===== config.mk =====
export PLATFORM = sky130hd
export DESIGN_NAME = score_display
export DESIGN_NICKNAME = d
export VERILOG_FILES = /design/src/rtl/score_display.sv
export SDC_FILE = /design/constraint.sdc
export NUM_CORES = 1
export LEC_CHECK = 0
export BUFFER_PORTS_ARGS = -buffer_cell sky130_fd_sc_hd__buf_2
export CAP_MARGIN = 10
export CORE_MARGIN = 8
export CORE_UTILIZATION = 59
export CTS_BUF_LIST = sky130_fd_sc_hd__clkbuf_4
export DETAILED_ROUTE_END_ITERATION = 10
export PLACE_DENSITY = 0.78
export SYNTH_ARGS = -nofsm -noshare
export SYNTH_HDL_FRONTEND = slang
export SYNTH_SLANG_ARGS = --single-unit
export TNS_END_PERCENT = 1

===== constraint.sdc =====
create_clock -name clk -period 2.5 [get_ports clk]
set_clock_uncertainty 0.05 [all_clocks]
set_input_delay 0.5 -clock clk [delete_from_list [all_inputs] [get_ports clk]]
set_output_delay 0.5 -clock clk [all_outputs]
set_load 0.02 [all_outputs]

===== src/rtl/score_display.sv =====
// Score to 4-digit 7-seg: double-dabble BCD (18 clk to digits), leading-zero blanking, multiplexed refresh.
// No backpressure: score changes during a conversion are ignored and the latest value is reconverted.
module score_display #(
    parameter int CLK_FREQ   = 100000000,
    parameter int REFRESH_HZ = 1000
) (
    input  logic        clk,
    input  logic        reset,
    input  logic [15:0] score,
    output logic [3:0]  an,
    output logic [6:0]  seg,
    output logic        dp,
    output logic        busy
);
    localparam int DIV = CLK_FREQ / REFRESH_HZ;
    localparam int CW  = (DIV > 1) ? $clog2(DIV) : 1;

    typedef enum logic [1:0] {IDLE, CONV, UPDATE} state_t;

    state_t      state, state_nx;
    logic [15:0] last_val;
    logic [15:0] sh;
    logic [19:0] bcd;
    logic [19:0] bcd_adj;
    logic [3:0]  bit_cnt;
    logic [3:0]  d3, d2, d1, d0;
    logic [CW-1:0] ref_cnt;
    logic [1:0]  sel;
    logic [3:0]  cur;
    logic        blank;

    function automatic logic [6:0] seg_dec(input logic [3:0] v);
        case (v)
            4'd0:    seg_dec = 7'b1000000;
            4'd1:    seg_dec = 7'b1111001;
            4'd2:    seg_dec = 7'b0100100;
            4'd3:    seg_dec = 7'b0110000;
            4'd4:    seg_dec = 7'b0011001;
            4'd5:    seg_dec = 7'b0010010;
            4'd6:    seg_dec = 7'b0000010;
            4'd7:    seg_dec = 7'b1111000;
            4'd8:    seg_dec = 7'b0000000;
            4'd9:    seg_dec = 7'b0010000;
            default: seg_dec = 7'b1111111;
        endcase
    endfunction

    assign busy = (state != IDLE);

    always_comb begin
        state_nx = state;
        case (state)
            IDLE:    if (score != last_val) state_nx = CONV;
            CONV:    if (bit_cnt == 4'd15)  state_nx = UPDATE;
            UPDATE:  state_nx = IDLE;
            default: state_nx = IDLE;
        endcase
    end

    always_comb begin
        bcd_adj = bcd;
        for (int i = 0; i < 5; i++) begin
            if (bcd[i*4 +: 4] >= 4'd5) bcd_adj[i*4 +: 4] = bcd[i*4 +: 4] + 4'd3;
        end
    end

    always_ff @(posedge clk) begin
        if (reset) begin
            state    <= IDLE;
            last_val <= '0;
            sh       <= '0;
            bcd      <= '0;
            bit_cnt  <= '0;
            d3 <= '0; d2 <= '0; d1 <= '0; d0 <= '0;
        end else begin
            state <= state_nx;
            case (state)
                IDLE: if (score != last_val) begin
                    last_val <= score;
                    sh       <= score;
                    bcd      <= '0;
                    bit_cnt  <= '0;
                end
                CONV: begin
                    bcd     <= 20'({bcd_adj, sh[15]});
                    sh      <= {sh[14:0], 1'b0};
                    bit_cnt <= bit_cnt + 4'd1;
                end
                UPDATE: begin
                    // Values beyond four digits saturate the display.
                    if (last_val > 16'd9999) begin
                        d3 <= 4'd9; d2 <= 4'd9; d1 <= 4'd9; d0 <= 4'd9;
                    end else begin
                        d3 <= bcd[15:12]; d2 <= bcd[11:8]; d1 <= bcd[7:4]; d0 <= bcd[3:0];
                    end
                end
                default: ;
            endcase
        end
    end

    always_ff @(posedge clk) begin
        if (reset) begin
            ref_cnt <= '0;
            sel     <= '0;
        end else if (ref_cnt == CW'(DIV - 1)) begin
            ref_cnt <= '0;
            sel     <= sel + 2'd1;
        end else begin
            ref_cnt <= ref_cnt + 1'b1;
        end
    end

    always_comb begin
        cur   = d0;
        blank = 1'b0;
        case (sel)
            2'd0: cur = d0;
            2'd1: cur = d1;
            2'd2: begin cur = d2; blank = (d3 == 4'd0) && (d2 == 4'd0); end
            2'd3: begin cur = d3; blank = (d3 == 4'd0); end
            default: ;
        endcase
    end

    always_ff @(posedge clk) begin
        if (reset) begin
            an  <= 4'b1110;
            seg <= 7'b1000000;
            dp  <= 1'b1;
        end else begin
            an  <= ~(4'b0001 << sel);
            seg <= blank ? 7'b1111111 : seg_dec(cur);
            dp  <= (sel != 2'd1);
        end
    end
endmodule


; Word-level counts from Yosys, hierarchy flattened
; Memories as Yosys holds them, arrays and structs flattened.
; Index checks and enable logic that the tools add are counted.
[totals]
register_bits = 105
latchBits = 0
mem_bits_rw = 0
mem_bits_ro = 112
output_inout_bits = 13
wordCells = 76
n_memories = 1
[memory_table]
columns = name, depth, width, read_ports, rd_clocked_by_memory_dff, wr, line_no
row1 = (name not given), 16, 7, 1, 0, 0, 33  ; case (v)
[classes]
n_addsub = 8
multipliers = 0
div = 0
order_cmp = 6
eq_ne = 11
shifts = 1
muxes = 21
n_bitwise = 1
n_reduce_logical = 12
[op_table]
columns = operator, n
row1 = $pmux 20 s2, 1
row2 = $mux 4, 9
row3 = $pmux 16 s2, 1
row4 = $ge 4x3->1 const B, 5
row5 = $mux 20, 1
row6 = $add 17x1->17 const B, 1
row7 = $eq 17x17->1 const B, 1
row8 = $add 4x2->4 const B, 4
row9 = $gt 16x14->1 const B, 1
row10 = $mux 16, 1
row11 = $ne 16x16->1, 1
row12 = $pmux 4 s4, 1
row13 = $logic_not 4->1, 2
row14 = $pmux 4 s2, 1
row15 = $eq 2x2->1 const B, 3
row16 = $mux 6, 1
row17 = $reduce_and 2->1, 3
row18 = $add 4x1->4 const B, 1
row19 = $eq 2x1->1 const B, 2
row20 = $eq 4x4->1 const B, 1
row21 = $logic_not 2->1, 2
row22 = $mux 2, 2
row23 = $ne 2x2->1 const B, 2
row24 = $not 4->4, 1
row25 = 10 further kinds, 12

; Logic depth before layout (Yosys ltp)
; Gate-level depths: netlist of run 1.
[logic_depth]
ltp_word = 4
mapped_depth = 9
ltp_nobuf = 9

; Worst setup path after synthesis of run 1
; No wires, ideal clock.
[synth_path]
path_kind = reg-to-reg
startpoint = register sel[0]
endpoint = register seg[6]
setup_ps = 137
arrival_time_ps = 1904
required_ps = 2313
path_slack_ps = 408
path_stages_with_launch = 10
path_buffers = 0
period_less_slack_ps = 2092
cell_sequence = dfxtp_1 > inv_1 > ha_1 > a222oi_1 > mux2_2 > inv_1 > ha_1 > mux2_2 > a21oi_1 > nand3_1
[synth_via]
elab_chain_cells = 3
[synth_lines]
columns = item, line_no
row1 = start: declaration, 28  ; logic [1:0] sel;
row2 = start signal: assignment, 108  ; sel <= sel + 2'd1;
row3 = "$eq 2x2->1, or another cell as far along", 117  ; case (sel)
row4 = $pmux 4 s4 or $pmux 1 s2 (tied branches), 117
row5 = $mem_v2 16x7 or $reduce_or 2->1 (tied branches), n/a
row6 = end signal: assignment, 133  ; seg <= blank ? 7'b1111111 : seg_dec(cur);
row7 = end: declaration, 11  ; output logic [6:0] seg,
; Parallel ways exist; a longest one is shown, timed or not.
; A chain may end at the register's enable or synchronous reset.

; Worst setup path in the final report of run 1
; Same ends and word-level chain as after synthesis.

==> results of run 1 <==
flip-flops by register name, indices dropped and copies added, names as in the netlist, 4 cells and up:
name and cells:
seg 7, bit_cnt 4, bcd 16, d0 4
ref_cnt 17, d2 4, last_val 16, d1 4
d3 4, sh 16
cell usage in the layout, fill, tap and decap left out, drive strengths merged, types with 2 or more instances in the layout:
cell type,n
a21oi,28
a222oi,4
a22oi,8
a31o,16
a31oi,4
a41o,9
and3,2
buf,43
bufinv,2
clkbuf,11
clkinv,2
dfxtp,100
ha,20
inv,20
mux2,7
mux2i,3
nand2,17
nand2b,6
nand3,20
nand3b,3
nand4,8
nor2,75
nor3,4
nor4,11
nor4b,16
o21ai,15
o221a,19
o22ai,4
or2,5
xnor2,27
xor2,12
routing by layer:
layer / global-route usage [%] / part of all wire (%)
met1: 23.17 / 48
met2: 30.05 / 47
met3: 2.826 / 4.2
met4: 6.320 / 0.99
met5: 0 / 0
through the flow:
| stage | cell area [sq um] | setup WS (ns) | util (%) |
|---|---|---|---|
| detailed placement | 4922 | 0.2239 | 63.70 |
| floorplan | 4691 | 0.4084 | - |
| global route | 5081 | 0.03098 | 65.75 |
| finish | 5081 | 0.1909 | 65.75 |
| global placement | 4922 | 0.2444 | 63.70 |
| CTS | 5081 | 0.1938 | 65.75 |
cell families (layout without fill, tap and decap cells):
logic type	after synthesis	after routing
and+or+nand+nor	171	171
AOI/OAI and AO/OA	113	113
DFF	100	100
buffers and inverters	54	79
xor gates and xnor gates	39	39
adders and majority gates	20	20
muxes	10	10
final timing paths:
kind	cells after the start	slack (ns)	end
max	9	0.19	seg[6]$_SDFF_PP1_
min	2	0.32	sh[7]$_SDFFE_PP0P_
max reg2reg	9	0.19	seg[6]$_SDFF_PP1_
min reg2reg	1	0.43	ref_cnt[0]$_SDFF_PP0_
power groups by stage:
stage	sequential [mW]	combinational, mW	clock, mW
finish	1.68	0.270	0.925
global placement	1.71	0.261	0
global route	1.69	0.297	1.01
detailed placement	1.72	0.268	0
CTS	1.68	0.270	0.947
floorplan	1.71	0.202	0
area by class of cell:
type                    count  area, sq um
flip-flops and latches    100         2002
well taps                 102        127.6
repair buffers             43        272.8
clock buffers              11        82.58
fillers                   636         2646
inverters                  20        75.07
multi-input cells         353         2445
clock inverters             5        76.32
==> results_tabular.tex, run 1 <==
\begin{tabular}{lr}
\hline
Metric & Value \\
\hline
\multicolumn{2}{l}{\textbf{Placement}} \\
Hpwl dp & 6.868 mm \\
Gpl congestion & about 0.85 \\
Placed Cells incl. Taps & 618 \\
Input/output buffers & 30 \\
\multicolumn{2}{l}{\textbf{Critical path}} \\
Required time worst endpoint & 2.77 ns \\
Type of element launching the critical path & register \\
Reg2reg start & sel[0]\$\_SDFFE\_PP0N\_ \\
Crit path kind & register to register \\
CP max FO & 6 \\
Buffers and inverters on the worst path & 2 \\
Crit path max-delay cell type & dfxtp\_1 \\
Arr. time, crit path & 2.58 ns \\
Crit path from & sel[0]\$\_SDFFE\_PP0N\_ \\
Largest delay contributor family on the critical path & multiplexers \\
Slowest Stage Delay on Critical Path & approximately 0.42 ns \\
Kind of end point of the critical path & register \\
Cells along the critical path & inv\_1 -> ha\_1 -> a222oi\_1 -> mux2\_2 -> inv\_1 -> ha\_1 -> mux2\_2 -> a21oi\_1 -> nand3\_1 \\
\multicolumn{2}{l}{\textbf{Yosys}} \\
Share of flip-flops with an asynchronous set or reset after synthesis & 0\% \\
Avg Inst Size Synth & 9.252 sq um \\
Synthesized instance count & a little over 500 \\
Area share of the largest cell type after synthesis & 42.68\% \\
Share of synthesized cell area in and, or, nand and nor gates & approximately 19\% \\
Most used flip-flop cell after synthesis & dfxtp\_1 \\
Net Count, Synth & 545 \\
Distinct cells, synth & 45 \\
Synth Warn \# & 0 \\
Main combinational cell family by area after synthesis & compound AO/OA/AOI/OAI gates \\
Commonest cells in the synthesized netlist & dfxtp\_1 (100), nor2\_1 (75), a21oi\_1 (27), xnor2\_1 (27) \\
Top area cells in the synthesized netlist & dfxtp\_1 (43\%), nor2\_1 (6.0\%), ha\_1 (5.3\%) \\
Compound-Gate Fraction of Synth Area & 18.59\% \\
Share of synthesized cell area in full adder, half adder and majority cells & 5.335\% \\
XOR/XNOR Fraction of Synth Area & 7.282\% \\
Number of enable-type register cells in the synthesized netlist & 0 \\
Proportion of synthesized chip area in sequential cells & 42.68\% \\
Area of the mapped netlist & 4691 sq um \\
Cell type with the largest total area after synthesis & dfxtp\_1 \\
Share of synthesized area spent on multiplexers & 2.321\% \\
Number of register bits inferred by synthesis & 100 \\
Most numerous cell in the Yosys netlist & dfxtp\_1 \\
\multicolumn{2}{l}{\textbf{Hold path}} \\
Worst min-delay path class & primary input to register \\
Hold Startpoint & score[7] \\
\multicolumn{2}{l}{\textbf{Timing}} \\
Final period utilization & 92.36\% \\
Count of endpoints failing hold in the final timing report & 0 \\
Slew Viols, Final & 0 \\
Clock period minus final worst setup slack & around 2.3 ns \\
Maximum clock frequency & 0.4331 GHz \\
Minimum hold slack & 0.3236 ns \\
RSZ-0062 raised after global routing & false \\
Slew @ Worst Pin & between 0.8 and 0.9 ns \\
Worst max-slew margin expressed relative to the limit & 42.35\% \\
Final setup violation count & 0 \\
Post-Route Setup TNS & 0 ns \\
\multicolumn{2}{l}{\textbf{Power}} \\
Maximum vdd ir drop & 0.0003612 V \\
Power density over the cells & 566.0 nW/um\^{}2 \\
Flop pwr share & 58.5\% \\
Gate power share & 9.4\% \\
Switching share of total power & 24.07\% \\
Total power consumption of the routed design & 2.876 mW \\
Total internal power & 2.183 mW \\
Switching power summed over all nets & 0.6923 mW \\
Relative contribution of the clock network to total power & between 30\% and 40\% \\
Static Leakage & 1.984 nW \\
\multicolumn{2}{l}{\textbf{Detailed routing}} \\
Drt first-iter violations & 217 \\
Routed WL per cell & 15.50 um \\
Via density & 5.965 \\
DR pass1 iterations & 5 \\
DRT antenna net count & 0 \\
DRC Markers & 0 \\
Routed Wire Length & between 9 and 10 mm \\
Via count of the routed design & 3,782 \\
\multicolumn{2}{l}{\textbf{Die}} \\
Die span in y & 105.2 um \\
Count of boundary I/O pins & 31 \\
Full die area & 11,060 sq um \\
Starting utilization of the core area & 60.70\% \\
Die Wd & about 110 um \\
Core Box Area & roughly 7700 sq um \\
Cell row count & 32 \\
\multicolumn{2}{l}{\textbf{Global routing}} \\
Number of global-route vias before repair & 3,669 \\
Largest net degree at the start of global routing & 50 \\
Global-route wire length before repair & 17.02 mm \\
Tot GR Track Use & a little under a fifth \\
Initial antenna violation count & 0 \\
Final global-route overflow total & 0 \\
\multicolumn{2}{l}{\textbf{Clock network}} \\
CTS Hold Buffers Added & 0 \\
Resized cells post-CTS & 0 \\
CTS Sinks & 100 \\
Clock H-tree levels & 3 \\
Post-CTS Setup Inserts & 0 \\
Clock tree from TritonCTS & done \\
Clk root buf & clkbuf\_4 \\
Num CTS Buffers & 9 \\
Clk slew on worst S/H paths & 0.15 ns \\
Clock tree buffer depth & 2 \\
Clock latency at the later pin of the worst-skew pair & 0.43 ns \\
\multicolumn{2}{l}{\textbf{Cells and area}} \\
Synth-to-layout area growth & 8.322\% \\
Share of layout cells above drive strength 1 & slightly above 20\% \\
Net count, final & 565 \\
Final antenna diode count & 0 \\
Non-filler instance count after layout & $\sim$630 \\
\multicolumn{2}{l}{\textbf{Outcome}} \\
Outcome & complete, no violations \\
\multicolumn{2}{l}{\textbf{Run}} \\
Maximum Capacitance Violations & 0 \\
\hline
\end{tabular}
(Power assumes the default switching activity.)
==> inputs of run 2 (changes only) <==
--- a/config.mk
+++ b/config.mk
@@ -12,6 +12,7 @@
 export CTS_BUF_LIST = sky130_fd_sc_hd__clkbuf_4
 export DETAILED_ROUTE_END_ITERATION = 10
 export PLACE_DENSITY = 0.78
+export RECOVER_POWER = 25
 export SYNTH_ARGS = -nofsm -noshare
 export SYNTH_HDL_FRONTEND = slang
 export SYNTH_SLANG_ARGS = --single-unit
==> results_tabular.tex, run 2 (synthesis gave the netlist of run 1 again) <==
\begin{tabular}{lr}
\hline
Metric & Value \\
\hline
\multicolumn{2}{l}{\textbf{Die}} \\
Full die area & 11,060 sq um (unchanged) \\
Count of boundary I/O pins & 31 (unchanged) \\
Die span in y & 105.2 um (unchanged) \\
Core Box Area & 7727 sq um (unchanged) \\
Starting utilization of the core area & 60.70\% (unchanged) \\
Cell row count & 32 (unchanged) \\
Die Wd & 105.2 um (unchanged) \\
\multicolumn{2}{l}{\textbf{Timing}} \\
Slew @ Worst Pin & 0.8662 ns (+0.004591 ns) \\
Worst max-slew margin expressed relative to the limit & 42.04\% (-0.31 points) \\
Clock period minus final worst setup slack & 2.313 ns (+0.003532 ns) \\
Count of endpoints failing hold in the final timing report & 0 (unchanged) \\
Final setup margin & 0.1873 ns (-0.003532 ns) \\
Final period utilization & 92.51\% (+0.14 points) \\
Slew Viols, Final & 0 (unchanged) \\
RSZ-0062 raised after global routing & false \\
Minimum hold slack & 0.3203 ns (-0.003363 ns) \\
Final setup violation count & 0 (unchanged) \\
Maximum clock frequency & 0.4324 GHz (-0.15\%) \\
Post-Route Setup TNS & 0 ns (unchanged) \\
\multicolumn{2}{l}{\textbf{Power}} \\
Static Leakage & 1.938 nW (-2.3\%) \\
Power density over the cells & 568.6 nW/um\^{}2 (+0.46\%) \\
Maximum vdd ir drop & 0.0003615 V (about the same) \\
\multicolumn{2}{l}{\textbf{Cells and area}} \\
Area occupied by registers & 2002 sq um (unchanged) \\
Flip-flop count of the largest register after layout & 17 (unchanged) \\
Filler Cell Count & 645 (+1.4\%) \\
Final antenna diode count & 0 (unchanged) \\
Non-filler instance count after layout & 634 (unchanged) \\
Most common library cell in the layout ignoring fill and taps & dfxtp\_1 \\
Share of layout cells above drive strength 1 & 17.29\% (-2.8 points) \\
Top reg by flops & ref\_cnt \\
Synth-to-layout area growth & 7.842\% \\
Net count, final & 565 (unchanged) \\
Footprint of the multi-input gates & 2445 sq um (unchanged) \\
Commonest cells after routing, fill and taps aside & dfxtp\_1 (100), nor2\_1 (75), xnor2\_1 (27), a21oi\_1 (27) \\
\multicolumn{2}{l}{\textbf{Detailed routing}} \\
Routed Wire Length & 9.798 mm (-0.27\%) \\
Via count of the routed design & 3,799 (+0.45\%) \\
DRT antenna net count & 0 (unchanged) \\
Drt first-iter violations & 201 (-7.4\%) \\
DR pass1 iterations & 5 (unchanged) \\
Routed WL per cell & 15.45 um (-0.27\%) \\
DRC Markers & 0 (unchanged) \\
Via density & 5.992 (+0.45\%) \\
\multicolumn{2}{l}{\textbf{Clock network}} \\
CTS Hold Buffers Added & 0 (unchanged) \\
Num CTS Buffers & 9 (unchanged) \\
CTS Sinks & 100 (unchanged) \\
Clock H-tree levels & 3 (unchanged) \\
Resized cells post-CTS & 0 (unchanged) \\
Clk root buf & clkbuf\_4 \\
Post-CTS Setup Inserts & 0 (unchanged) \\
Clock tree buffer depth & 2 (unchanged) \\
Clk slew on worst S/H paths & 0.15 ns (about the same) \\
Clock tree from TritonCTS & done \\
Clock latency at the later pin of the worst-skew pair & 0.43 ns (about the same) \\
\multicolumn{2}{l}{\textbf{Global routing}} \\
Number of global-route vias before repair & 3,669 (unchanged) \\
Largest net degree at the start of global routing & 50 (unchanged) \\
Layer with the highest usage & met2 \\
Tot GR Track Use & 18.07\% (unchanged) \\
Global-route wire length before repair & 17.02 mm (unchanged) \\
Met3 track demand over resource in global routing & 2.826\% (unchanged) \\
Initial antenna violation count & 0 (unchanged) \\
Routing usage on met2 & 30.05\% (unchanged) \\
Routing usage on met1 & 23.17\% (unchanged) \\
Final global-route overflow total & 0 (unchanged) \\
\multicolumn{2}{l}{\textbf{Critical path}} \\
Arr. time, crit path & 2.58 ns (about the same) \\
Reg2reg start & sel[0]\$\_SDFFE\_PP0N\_ \\
Slowest Stage Delay on Critical Path & 0.42 ns (about the same) \\
Cells along the critical path & inv\_1 -> ha\_1 -> a222oi\_1 -> mux2\_2 -> inv\_1 -> ha\_1 -> mux2\_2 -> a21oi\_1 -> nand3\_1 \\
Capture instance of the worst register-to-register path & seg[6]\$\_SDFF\_PP1\_ \\
Kind of end point of the critical path & register \\
CP max FO & 6 (unchanged) \\
Largest delay contributor family on the critical path & multiplexers \\
Reg2reg path depth & 9 (unchanged) \\
Type of element launching the critical path & register \\
Setup slack of the most critical reg-to-reg path & 0.19 ns (about the same) \\
Crit path max-delay cell type & dfxtp\_1 \\
Required time worst endpoint & 2.77 ns (about the same) \\
Buffers and inverters on the worst path & 2 (unchanged) \\
Crit path kind & register to register \\
\multicolumn{2}{l}{\textbf{Placement}} \\
Input/output buffers & 30 (unchanged) \\
Dpl ws & 0.2239 ns (unchanged) \\
Gpl congestion & 0.8479 (unchanged) \\
Placed Cells incl. Taps & 618 (unchanged) \\
Hpwl dp & 6.868 mm (unchanged) \\
\multicolumn{2}{l}{\textbf{Run}} \\
Maximum Capacitance Violations & 0 (unchanged) \\
\multicolumn{2}{l}{\textbf{Hold path}} \\
Terminating pin of the worst hold path & sh[7]\$\_SDFFE\_PP0P\_ \\
Hold Crit Depth & 2 (unchanged) \\
Hold Startpoint & score[7] \\
Worst min-delay path class & primary input to register \\
\multicolumn{2}{l}{\textbf{Outcome}} \\
Outcome & complete, no violations \\
\hline
\end{tabular}
## run 2: cell types whose count changed in the layout (fill, tap and decap cells not counted)
cell / before / now
clkbuf_1: 0 / 14
buf_2: 30 / 18
buf_4: 11 / 9
or2_1: 1 / 2
or2_2: 4 / 3
## run 2: routing by layer
metal	routed length [um]	vias up
met3	366	10
met1	4685	1833
met2	4648	76
met5	0	-
li1	-	1880
met4	97	0
## run 2: worst max path at each step
stage	start	endpoint	cells after the start
6_report	sel[0]$_SDFFE_PP0N_	seg[6]$_SDFF_PP1_	9
5_1_grt	sel[0]$_SDFFE_PP0N_	seg[6]$_SDFF_PP1_	9
4_1_cts	sel[1]$_SDFFE_PP0N_	seg[6]$_SDFF_PP1_	9
3_5_place_dp	sel[1]$_SDFFE_PP0N_	seg[6]$_SDFF_PP1_	9
3_3_place_gp	sel[0]$_SDFFE_PP0N_	seg[6]$_SDFF_PP1_	9
2_1_floorplan	sel[0]$_SDFFE_PP0N_	seg[6]$_SDFF_PP1_	9
## run 2: layout make-up
class | instances | share of cell area [%]
tap | 102 | 2.523
clock inverter | 5 | 1.509
timing repair buffer | 43 | 4.947
multi-input combinational | 353 | 48.33
inverter | 20 | 1.484
clock buffer | 11 | 1.632
sequential | 100 | 39.57
## run 2: stage by stage
stage	utilization, %	instance area [sq um]	total power, mW
global placement	63.70	4922	1.975
detailed placement	63.70	4922	1.983
finish	65.46	5059	2.876
global route	65.46	5059	2.995
CTS	65.75	5081	2.897
floorplan	-	4691	1.908
## run 2: worst reg2reg max path: cells and delay by family, from the launching register on
family	cells	cell delay [ns]
muxes	2	0.53
adders and majority gates	2	0.49
AOI/OAI and AO/OA	2	0.43
and+or+nand+nor	1	0.09
DFF	1	0.42
buffers and inverters	2	0.19
## run 2: where the power goes
group / internal, mW / switching (mW) / total, mW / leakage (nW)
Clock: 0.424 / 0.501 / 0.925 / 0.0845
Combinational: 0.116 / 0.153 / 0.270 / 1.04
Sequential: 1.64 / 0.0387 / 1.68 / 0.815
